## src/rtl/sp_ram_bridge_if.sv

```systemverilog
// Core-bus and sp_ram signal bundle for sp_ram_bridge.
// The slave modport is the bridge; the master modport is the core/RAM side.
interface sp_ram_bridge_if #(
  parameter int unsigned AW = 12
) ();
  logic          i_bus_en;
  logic          i_wr_rd;
  logic [31:0]   i_wr_data;
  logic [31:0]   i_addr;
  logic [1:0]    i_size;
  logic          o_ack;
  logic [31:0]   o_rd_data;
  logic          o_err;
  logic          o_cs;
  logic          o_wr_en;
  logic [3:0]    o_b_en;
  logic [31:0]   o_wr_data;
  logic [AW-1:0] o_addr;
  logic [31:0]   i_rd_data;

  modport slave (
    input  i_bus_en, i_wr_rd, i_wr_data, i_addr, i_size, i_rd_data,
    output o_ack, o_rd_data, o_err, o_cs, o_wr_en, o_b_en, o_wr_data, o_addr
  );

  modport master (
    output i_bus_en, i_wr_rd, i_wr_data, i_addr, i_size, i_rd_data,
    input  o_ack, o_rd_data, o_err, o_cs, o_wr_en, o_b_en, o_wr_data, o_addr
  );
endinterface

```

## src/rtl/sp_ram_bridge.sv

```systemverilog
// Core bus to sp_ram bridge: one request at a time, lane steering, single-cycle ack.
// Define SP_RAM_BRIDGE_ERR_EN to flag misaligned, bad-size and out-of-range accesses.
module sp_ram_bridge #(
  parameter logic [31:0] ADDR_BASE = 32'h8000_0000,
  parameter int unsigned MEM_DEPTH = 4096,
  parameter int unsigned RD_LAT    = 2
) (
  input  logic           i_clk,
  input  logic           i_rst,
  sp_ram_bridge_if.slave bus
);
  localparam int unsigned AW = $clog2(MEM_DEPTH);

  typedef enum logic [1:0] {StIdle, StIssue, StWait, StAck} state_e;

  state_e        state_q, state_d;
  logic          wr_rd_q, wr_rd_d;
  logic [1:0]    lane_q, lane_d;
  logic [1:0]    size_q, size_d;
  logic          err_q, err_d;
  logic [1:0]    cnt_q, cnt_d;
  logic          cs_q, cs_d;
  logic          wr_en_q, wr_en_d;
  logic [3:0]    b_en_q, b_en_d;
  logic [31:0]   wdata_q, wdata_d;
  logic [AW-1:0] waddr_q, waddr_d;
  logic          ack_q, ack_d;
  logic [31:0]   rdata_q, rdata_d;
  logic          oerr_q, oerr_d;
  logic          req_err;
  logic [31:0]   rd_lanes;

`ifdef SP_RAM_BRIDGE_ERR_EN
  always_comb begin
    req_err = 1'b0;
    unique case (bus.i_size)
      2'b00:   req_err = 1'b0;
      2'b01:   req_err = bus.i_addr[0];
      2'b10:   req_err = |bus.i_addr[1:0];
      default: req_err = 1'b1;
    endcase
    if ((bus.i_addr - ADDR_BASE) >= 32'(4 * MEM_DEPTH)) req_err = 1'b1;
  end
`else
  assign req_err = 1'b0;
`endif

  always_comb begin
    case (size_q)
      2'b00:   rd_lanes = (bus.i_rd_data >> {lane_q, 3'b000}) & 32'h0000_00ff;
      2'b01:   rd_lanes = (bus.i_rd_data >> {lane_q[1], 4'b0000}) & 32'h0000_ffff;
      default: rd_lanes = bus.i_rd_data;
    endcase
  end

  always_comb begin
    state_d = state_q;
    wr_rd_d = wr_rd_q;
    lane_d  = lane_q;
    size_d  = size_q;
    err_d   = err_q;
    cnt_d   = cnt_q;
    // RAM strobes and bus responses are single-cycle pulses unless set below
    cs_d    = 1'b0;
    wr_en_d = 1'b0;
    b_en_d  = '0;
    wdata_d = '0;
    waddr_d = '0;
    ack_d   = 1'b0;
    rdata_d = '0;
    oerr_d  = 1'b0;
    unique case (state_q)
      StIdle: begin
        if (bus.i_bus_en) begin
          state_d = StIssue;
          wr_rd_d = bus.i_wr_rd;
          lane_d  = bus.i_addr[1:0];
          size_d  = bus.i_size;
          err_d   = req_err;
          cs_d    = ~req_err;
          wr_en_d = bus.i_wr_rd & ~req_err;
          waddr_d = AW'((bus.i_addr - ADDR_BASE) >> 2);
          case (bus.i_size)
            2'b00: begin
              b_en_d  = 4'b0001 << bus.i_addr[1:0];
              wdata_d = {4{bus.i_wr_data[7:0]}};
            end
            2'b01: begin
              b_en_d  = 4'b0011 << {bus.i_addr[1], 1'b0};
              wdata_d = {2{bus.i_wr_data[15:0]}};
            end
            default: begin
              b_en_d  = 4'b1111;
              wdata_d = bus.i_wr_data;
            end
          endcase
        end
      end
      StIssue: begin
        if (err_q || wr_rd_q) begin
          state_d = StAck;
          ack_d   = 1'b1;
          oerr_d  = err_q;
        end else begin
          state_d = StWait;
          cnt_d   = 2'(RD_LAT - 1);
        end
      end
      StWait: begin
        if (cnt_q == 2'd0) begin
          state_d = StAck;
          ack_d   = 1'b1;
          rdata_d = rd_lanes;
        end else begin
          cnt_d = cnt_q - 2'd1;
        end
      end
      StAck:   state_d = StIdle;
      default: state_d = StIdle;
    endcase
  end

  always_ff @(posedge i_clk or posedge i_rst) begin
    if (i_rst) begin
      state_q <= StIdle;
      wr_rd_q <= 1'b0;
      lane_q  <= '0;
      size_q  <= '0;
      err_q   <= 1'b0;
      cnt_q   <= '0;
      cs_q    <= 1'b0;
      wr_en_q <= 1'b0;
      b_en_q  <= '0;
      wdata_q <= '0;
      waddr_q <= '0;
      ack_q   <= 1'b0;
      rdata_q <= '0;
      oerr_q  <= 1'b0;
    end else begin
      state_q <= state_d;
      wr_rd_q <= wr_rd_d;
      lane_q  <= lane_d;
      size_q  <= size_d;
      err_q   <= err_d;
      cnt_q   <= cnt_d;
      cs_q    <= cs_d;
      wr_en_q <= wr_en_d;
      b_en_q  <= b_en_d;
      wdata_q <= wdata_d;
      waddr_q <= waddr_d;
      ack_q   <= ack_d;
      rdata_q <= rdata_d;
      oerr_q  <= oerr_d;
    end
  end

  assign bus.o_cs      = cs_q;
  assign bus.o_wr_en   = wr_en_q;
  assign bus.o_b_en    = b_en_q;
  assign bus.o_wr_data = wdata_q;
  assign bus.o_addr    = waddr_q;
  assign bus.o_ack     = ack_q;
  assign bus.o_rd_data = rdata_q;
  assign bus.o_err     = oerr_q;
endmodule

```

## src/flat_wrapper.sv

```systemverilog
// flat-port wrapper written by rule: the top's interface ports become plain ports
module sp_ram_bridge_flat 
#(
  parameter logic [31:0] ADDR_BASE = 32'h8000_0000,
  parameter int unsigned MEM_DEPTH = 4096,
  parameter int unsigned RD_LAT    = 2
)
  (i_clk, i_rst, bus_i_bus_en, bus_i_wr_rd, bus_i_wr_data, bus_i_addr, bus_i_size, bus_i_rd_data, bus_o_ack, bus_o_rd_data, bus_o_err, bus_o_cs, bus_o_wr_en, bus_o_b_en, bus_o_wr_data, bus_o_addr);
  sp_ram_bridge_if #(.AW((12))) bus_i ();
  input  logic i_clk;
  input  logic i_rst;
  input wire logic [$bits(bus_i.i_bus_en)-1:0] bus_i_bus_en;
  input wire logic [$bits(bus_i.i_wr_rd)-1:0] bus_i_wr_rd;
  input wire logic [$bits(bus_i.i_wr_data)-1:0] bus_i_wr_data;
  input wire logic [$bits(bus_i.i_addr)-1:0] bus_i_addr;
  input wire logic [$bits(bus_i.i_size)-1:0] bus_i_size;
  input wire logic [$bits(bus_i.i_rd_data)-1:0] bus_i_rd_data;
  output wire logic [$bits(bus_i.o_ack)-1:0] bus_o_ack;
  output wire logic [$bits(bus_i.o_rd_data)-1:0] bus_o_rd_data;
  output wire logic [$bits(bus_i.o_err)-1:0] bus_o_err;
  output wire logic [$bits(bus_i.o_cs)-1:0] bus_o_cs;
  output wire logic [$bits(bus_i.o_wr_en)-1:0] bus_o_wr_en;
  output wire logic [$bits(bus_i.o_b_en)-1:0] bus_o_b_en;
  output wire logic [$bits(bus_i.o_wr_data)-1:0] bus_o_wr_data;
  output wire logic [$bits(bus_i.o_addr)-1:0] bus_o_addr;
  assign bus_i.i_bus_en = bus_i_bus_en;
  assign bus_i.i_wr_rd = bus_i_wr_rd;
  assign bus_i.i_wr_data = bus_i_wr_data;
  assign bus_i.i_addr = bus_i_addr;
  assign bus_i.i_size = bus_i_size;
  assign bus_i.i_rd_data = bus_i_rd_data;
  assign bus_o_ack = bus_i.o_ack;
  assign bus_o_rd_data = bus_i.o_rd_data;
  assign bus_o_err = bus_i.o_err;
  assign bus_o_cs = bus_i.o_cs;
  assign bus_o_wr_en = bus_i.o_wr_en;
  assign bus_o_b_en = bus_i.o_b_en;
  assign bus_o_wr_data = bus_i.o_wr_data;
  assign bus_o_addr = bus_i.o_addr;
  sp_ram_bridge #(.ADDR_BASE(ADDR_BASE), .MEM_DEPTH(MEM_DEPTH), .RD_LAT(RD_LAT)) u_core (.i_clk(i_clk), .i_rst(i_rst), .bus(bus_i));
endmodule
```

## config.mk

```make
export PLATFORM = sky130hd
export DESIGN_NAME = sp_ram_bridge_flat
export DESIGN_NICKNAME = d
export VERILOG_FILES = /design/src/rtl/sp_ram_bridge_if.sv /design/src/rtl/sp_ram_bridge.sv /design/src/flat_wrapper.sv
export SDC_FILE = /design/constraint.sdc
export NUM_CORES = 1
export LEC_CHECK = 0
export BUFFER_PORTS_ARGS = -buffer_cell sky130_fd_sc_hd__buf_4
export CAP_MARGIN = 20
export CORE_MARGIN = 5
export CORE_UTILIZATION = 42
export DETAILED_ROUTE_END_ITERATION = 10
export PLACE_DENSITY = 0.86
export SYNTH_ARGS = -nofsm -noshare
export SYNTH_HDL_FRONTEND = slang
export SYNTH_SLANG_ARGS = --single-unit
```

## constraint.sdc

```tcl
create_clock -name i_clk -period 2.8 [get_ports i_clk]
set_input_delay 0.42 -clock i_clk [delete_from_list [all_inputs] [get_ports i_clk]]
set_output_delay 0.42 -clock i_clk [all_outputs]
set_load 0.02 [all_outputs]
```

* Word level (Yosys, flattened, before mapping)
Index checks and enable logic that the tools add are counted.
** Storage, ports and cells
- Flip-flop bits (word level) :: 92
- Input port bits :: 102
- Output and inout bits :: 84
- Logic and storage cells :: 60
** Operators by class
- $add $sub $neg :: 2
- Eq/ne operators :: 9
- Shifts and indexed selects :: 4
- Mux-type cells :: 25
- Reduce and logical (&&, ||, !) cells :: 8
** Operator list (number)
- $mux W32 :: 4
- $pmux W32 S2 :: 2
- $shr A32 B5 Y16 :: 1
- $shr A32 B5 Y8 :: 1
- $mux W12 :: 2
- $sub A14 B1 Y14 const B :: 1
- $logic_not A2 Y1 :: 4
- $mux W2 :: 4
- $mux W4 :: 2
- $pmux W2 S4 :: 1
- $pmux W4 S2 :: 1
- $mux W1 :: 7
- $eq A2 B1 Y1 const B :: 3
- $ne A2 B2 Y1 const B :: 3
- $eq A2 B2 Y1 const B :: 2
- $pmux W2 S2 :: 1
- $reduce_and A2 Y1 :: 2
- $shl A1 B2 Y4 const A :: 1
- $shl A2 B2 Y4 const A :: 1
- $reduce_and A3 Y1 :: 1
- $ne A2 B1 Y1 const B :: 1
- $pmux W1 S2 :: 1
- $reduce_bool A2 Y1 :: 1
- $sub A2 B1 Y2 const B :: 1

* Longest topological paths before layout
- Depth in word-level cells :: 4
- Mapped depth :: 6
- Mapped depth without buffers :: 6

* Least setup slack after synthesis
OpenSTA, ideal clock, no wires.
- Path kind :: register to register
- Start :: register u_core.state_q[0]
- End :: register u_core.state_q[0]
- Library setup time :: 0.083 ns
- Arrival time :: 1.328 ns
- Required time :: 2.717 ns
- Setup slack :: 1.390 ns
- Cell stages (with the launch flop) :: 6
- Path buffers :: 0
- Clock period less this slack :: 1.410 ns
- Cell sequence :: dfrtp_1 > inv_1 > ha_1 > nor2b_1 > or4_1 > o21ai_0
** On the way
- Word-level cells in the longest chain between the ends :: 3
- Elaborated cells on any way between the ends :: 8
- Those cells by class :: eq/ne (5); mux (1); reduce/logical (2)
** Ends and longest elaborated chain
- start, declared :: RTL line sp_ram_bridge.sv:16 : state_e state_q, state_d;
- start signal, assigned :: RTL line sp_ram_bridge.sv:125 : state_q <= StIdle;
- start signal, assigned :: RTL line sp_ram_bridge.sv:140 : state_q <= state_d;
- $eq A2 B2 Y1 / $logic_not A2 Y1 (equally long branches) :: RTL line sp_ram_bridge.sv:72 : unique case (state_q)
- $ne A2 B1 Y1 (no source line) / $ne A2 B2 Y1 (equally long branches)
- $reduce_and A2 Y1 (no source line)
Several ways; a longest one is shown, not always the timed one.
A chain may end at the register's enable or synchronous reset.

* Final worst setup path
- Start :: register u_core.state_q[0]
- End :: register u_core.rdata_q[17], in the netlist u_core.bus.o_rd_data[17]
** On the way
- Word-level cells in the longest chain between the ends :: 2
** Ends and longest elaborated chain
- $eq A2 B2 Y1 :: RTL line sp_ram_bridge.sv:72
- $mux W32 :: RTL line sp_ram_bridge.sv:72
- net u_core.rdata_d[17] :: RTL line sp_ram_bridge.sv:28 : logic [31:0] rdata_q, rdata_d;
- end signal, assigned :: RTL line sp_ram_bridge.sv:152 : rdata_q <= rdata_d;
- end, declared :: RTL line sp_ram_bridge.sv:28
The timed path passes the listed nets, and every way through them passes these cells.

==> reports/results.tsv <==
metric	value	unit
Synth Flop Type	dfrtp_1	
count leader, synth	dfrtp_1	
critical path arrival	2.20	ns
Slew headroom	46.0	%
Max FO, Critical Path	16	
drt pass-1 iters	4	
max-cap violation count	0	
hold buffer count at CTS	0	
pwr/cell area	758	nW/µm²
Hold WS	0.210	ns
largest net degree at the start of global routing	93	
chip height	106	µm
DP HPWL	7740	µm
Clock Tree Root	clkbuf_8	
Residual DRC	0	
vias in the first global route	3331	
DP Area	5180	µm²
net count after synthesis	430	
# diodes	0	
Reg2Reg Capture Point	u_core.bus.o_rd_data[17]	
worst skew pair latency	0.34	ns
total CTS buffers	9	
Final Core Density	59.1	%
XOR/XNOR Fraction of Synth Area	0	%
final setup margin	0.878	ns
CTS tree	yes	
Tot Pwr	4.08	mW
#FFs+latches synth	92	
CTS sink cnt	92	
largest family of logic cells by synthesized area	simple AND/OR/NAND/NOR gates	
Die Wd	106	µm
Post CTS Setup Buffer Count	0	
leading area contributor after synthesis	dfrtp_1	
Clk network pwr share	23.0	%
CTS H-tree lvls	3	
worst r2r src	u_core.state_q[0]	
# resized after CTS	0	
share of synthesized area spent on multiplexers	9.70	%
Std-Cell Rows	35	
Max VDD drop	490	µV
Tcrit/Tclk final	68.6	%
post-synth cell types	40	
Clock Path Buffers	2	
Mapped Cells	323	
Synth Area in Compound Gates	9.37	%
simple-gate share of the synthesized area	15.9	%
Final Max Slew Viols	0	
drt total wl	10500	µm
outcome	finished clean	
fin area	5380	µm²
CORE AREA	9110	µm²
via count	3113	
Post-synth EDFFs	0	
Required @ worst endpoint	3.08	ns
post-place setup slack	0.868	ns
Cell Int Power	2.68	mW
Tot GR Track Use	19.3	%
final setup fails	0	
Synth area leaders	dfrtp_1 60%, mux2_2 4.4%, mux2i_1 4.2%	
CTS clk-pin slew, worst paths	0.09	ns
P_sw	1.40	mW
P&R area growth vs syn	39.5	%
WL/cell	17.6	µm
endpoints failing hold	0	
post-synthesis sequential area ratio	59.7	%
Final min period	1.92	ns
ANT nets after route	0	
Placer Congestion	0.870	
total global routing overflow	0	
drt initial violations	124	
Finished Layout Cells	600	
I/O Buffers	166	
CP Capture Type	register	
Comb power frac	34.6	%
synthesized area	3860	µm²
Crit Path Category	register to register	
Ports	186	
Slew @ Worst Pin	0.809	ns
DR vias/cell	5.19	
nets@finish	592	
Ys Warns	0	
share of Yosys cell area claimed by the top area cell type	59.7	%
Hold Path Class	input port to async pin	
initial antenna violation count	0	
initial core utilization	42.3	%
Synth top cells by count	92 x dfrtp_1, 22 x nand2_1, 21 x and3_1, 21 x nor2_1, 19 x a21oi_1	
layout cell share with drive strength beyond 1	42.7	%
first-pass GRT wire length	17000	µm
crit start category	register	
R2R depth	5	
unrepaired setup endpoints after global routing	false	
Reg power frac	42.4	%
ys async rst share	100	%
Switching Share	34.2	%
Clock Skews	0.0107	ns
fmax	520	MHz
synthesized area per cell	11.9	µm²
adder-cell share of the synthesized area	1.62	%
die area	11200	µm²
Sum Neg Setup Slack	0	ns
leakage	2.95	nW
Reg2Reg Setup Slack	0.88	ns
placed cell count	585	
area by class of cell:
| cell class | instances | area, µm² |
|---|---|---|
| Tap cell | 111 | 139 |
| Fill cell | 764 | 3730 |
| Timing Repair Buffer | 169 | 1280 |
| Inverter | 9 | 37.5 |
| Clock buffer | 11 | 131 |
| Multi-Input combinational cell | 204 | 1420 |
| Clock inverter | 4 | 75.1 |
| Sequential cell | 92 | 2300 |
state kept, by name, summed over array words and instances (netlist names):
name,flops
u_core.wr_rd_q,1
u_core.bus.o_rd_data,32
u_core.cnt_q,2
u_core.lane_q,2
u_core.size_q,2
u_core.bus.o_wr_data,32
u_core.bus.o_wr_en,1
u_core.state_q,2
u_core.bus.o_b_en,4
u_core.bus.o_addr,12
u_core.bus.o_ack,1
u_core.bus.o_cs,1
routing by layer:
layer  GRT usage (%)  up-vias  wire (µm)
li1                -     1429          -
met1            22.7     1514       3980
met2            32.3      154       5250
met3            7.23       16       1100
met4            6.94        0        202
met5               0        -          0
cells by family (layout without fill, tap and decap cells):
kind of cell    after synthesis  in the layout
simple gates                107            107
flops                        92             92
compound gates               57             57
mux                          34             34
buf+inv                      27            193
fa+ha+maj                     5              5
other cells                   1              1
layout by cell type, fill, tap and decap left out, drive strengths merged, types with 9 or more instances in the layout:
cell type  netlist  layout
buf             10     169
dfrtp           92      92
nand2           23      23
nor2            23      23
and3            21      21
a21oi           20      20
mux2            18      18
and2            16      16
mux2i           16      16
o21ai           14      14
clkbuf           8      11
a22o             9       9
power groups by stage:
| stage | Sequential (mW) | Combinational (mW) | Clock [mW] |
|---|---|---|---|
| after floorplan | 1.85 | 0.781 | 0 |
| after global placement | 1.74 | 1.36 | 0 |
| after detailed placement | 1.75 | 1.42 | 0 |
| after CTS | 1.73 | 1.42 | 0.969 |
| after global routing | 1.76 | 1.54 | 1.02 |
| final | 1.73 | 1.41 | 0.938 |
worst max path at each step:
stage / to / slack (ns) / start
2_1_floorplan: u_core.bus.o_ack / 1.30 / i_rst
3_3_place_gp: u_core.bus.o_rd_data[18] / 1.03 / u_core.state_q[0]
3_5_place_dp: u_core.bus.o_rd_data[17] / 0.87 / u_core.state_q[0]
4_1_cts: u_core.bus.o_rd_data[17] / 0.84 / u_core.state_q[0]
5_1_grt: u_core.bus.o_rd_data[21] / 0.72 / u_core.state_q[0]
6_report: u_core.bus.o_rd_data[17] / 0.88 / u_core.state_q[0]
worst max-delay path, cell delays in order (launching register included):
cell and delay [ns]:
dfrtp_1 0.41, inv_1 0.13, ha_1 0.21, nand2_1 0.33, nor2_2 0.55, and2_1 0.21
Power figures use the tool's default switching activity.
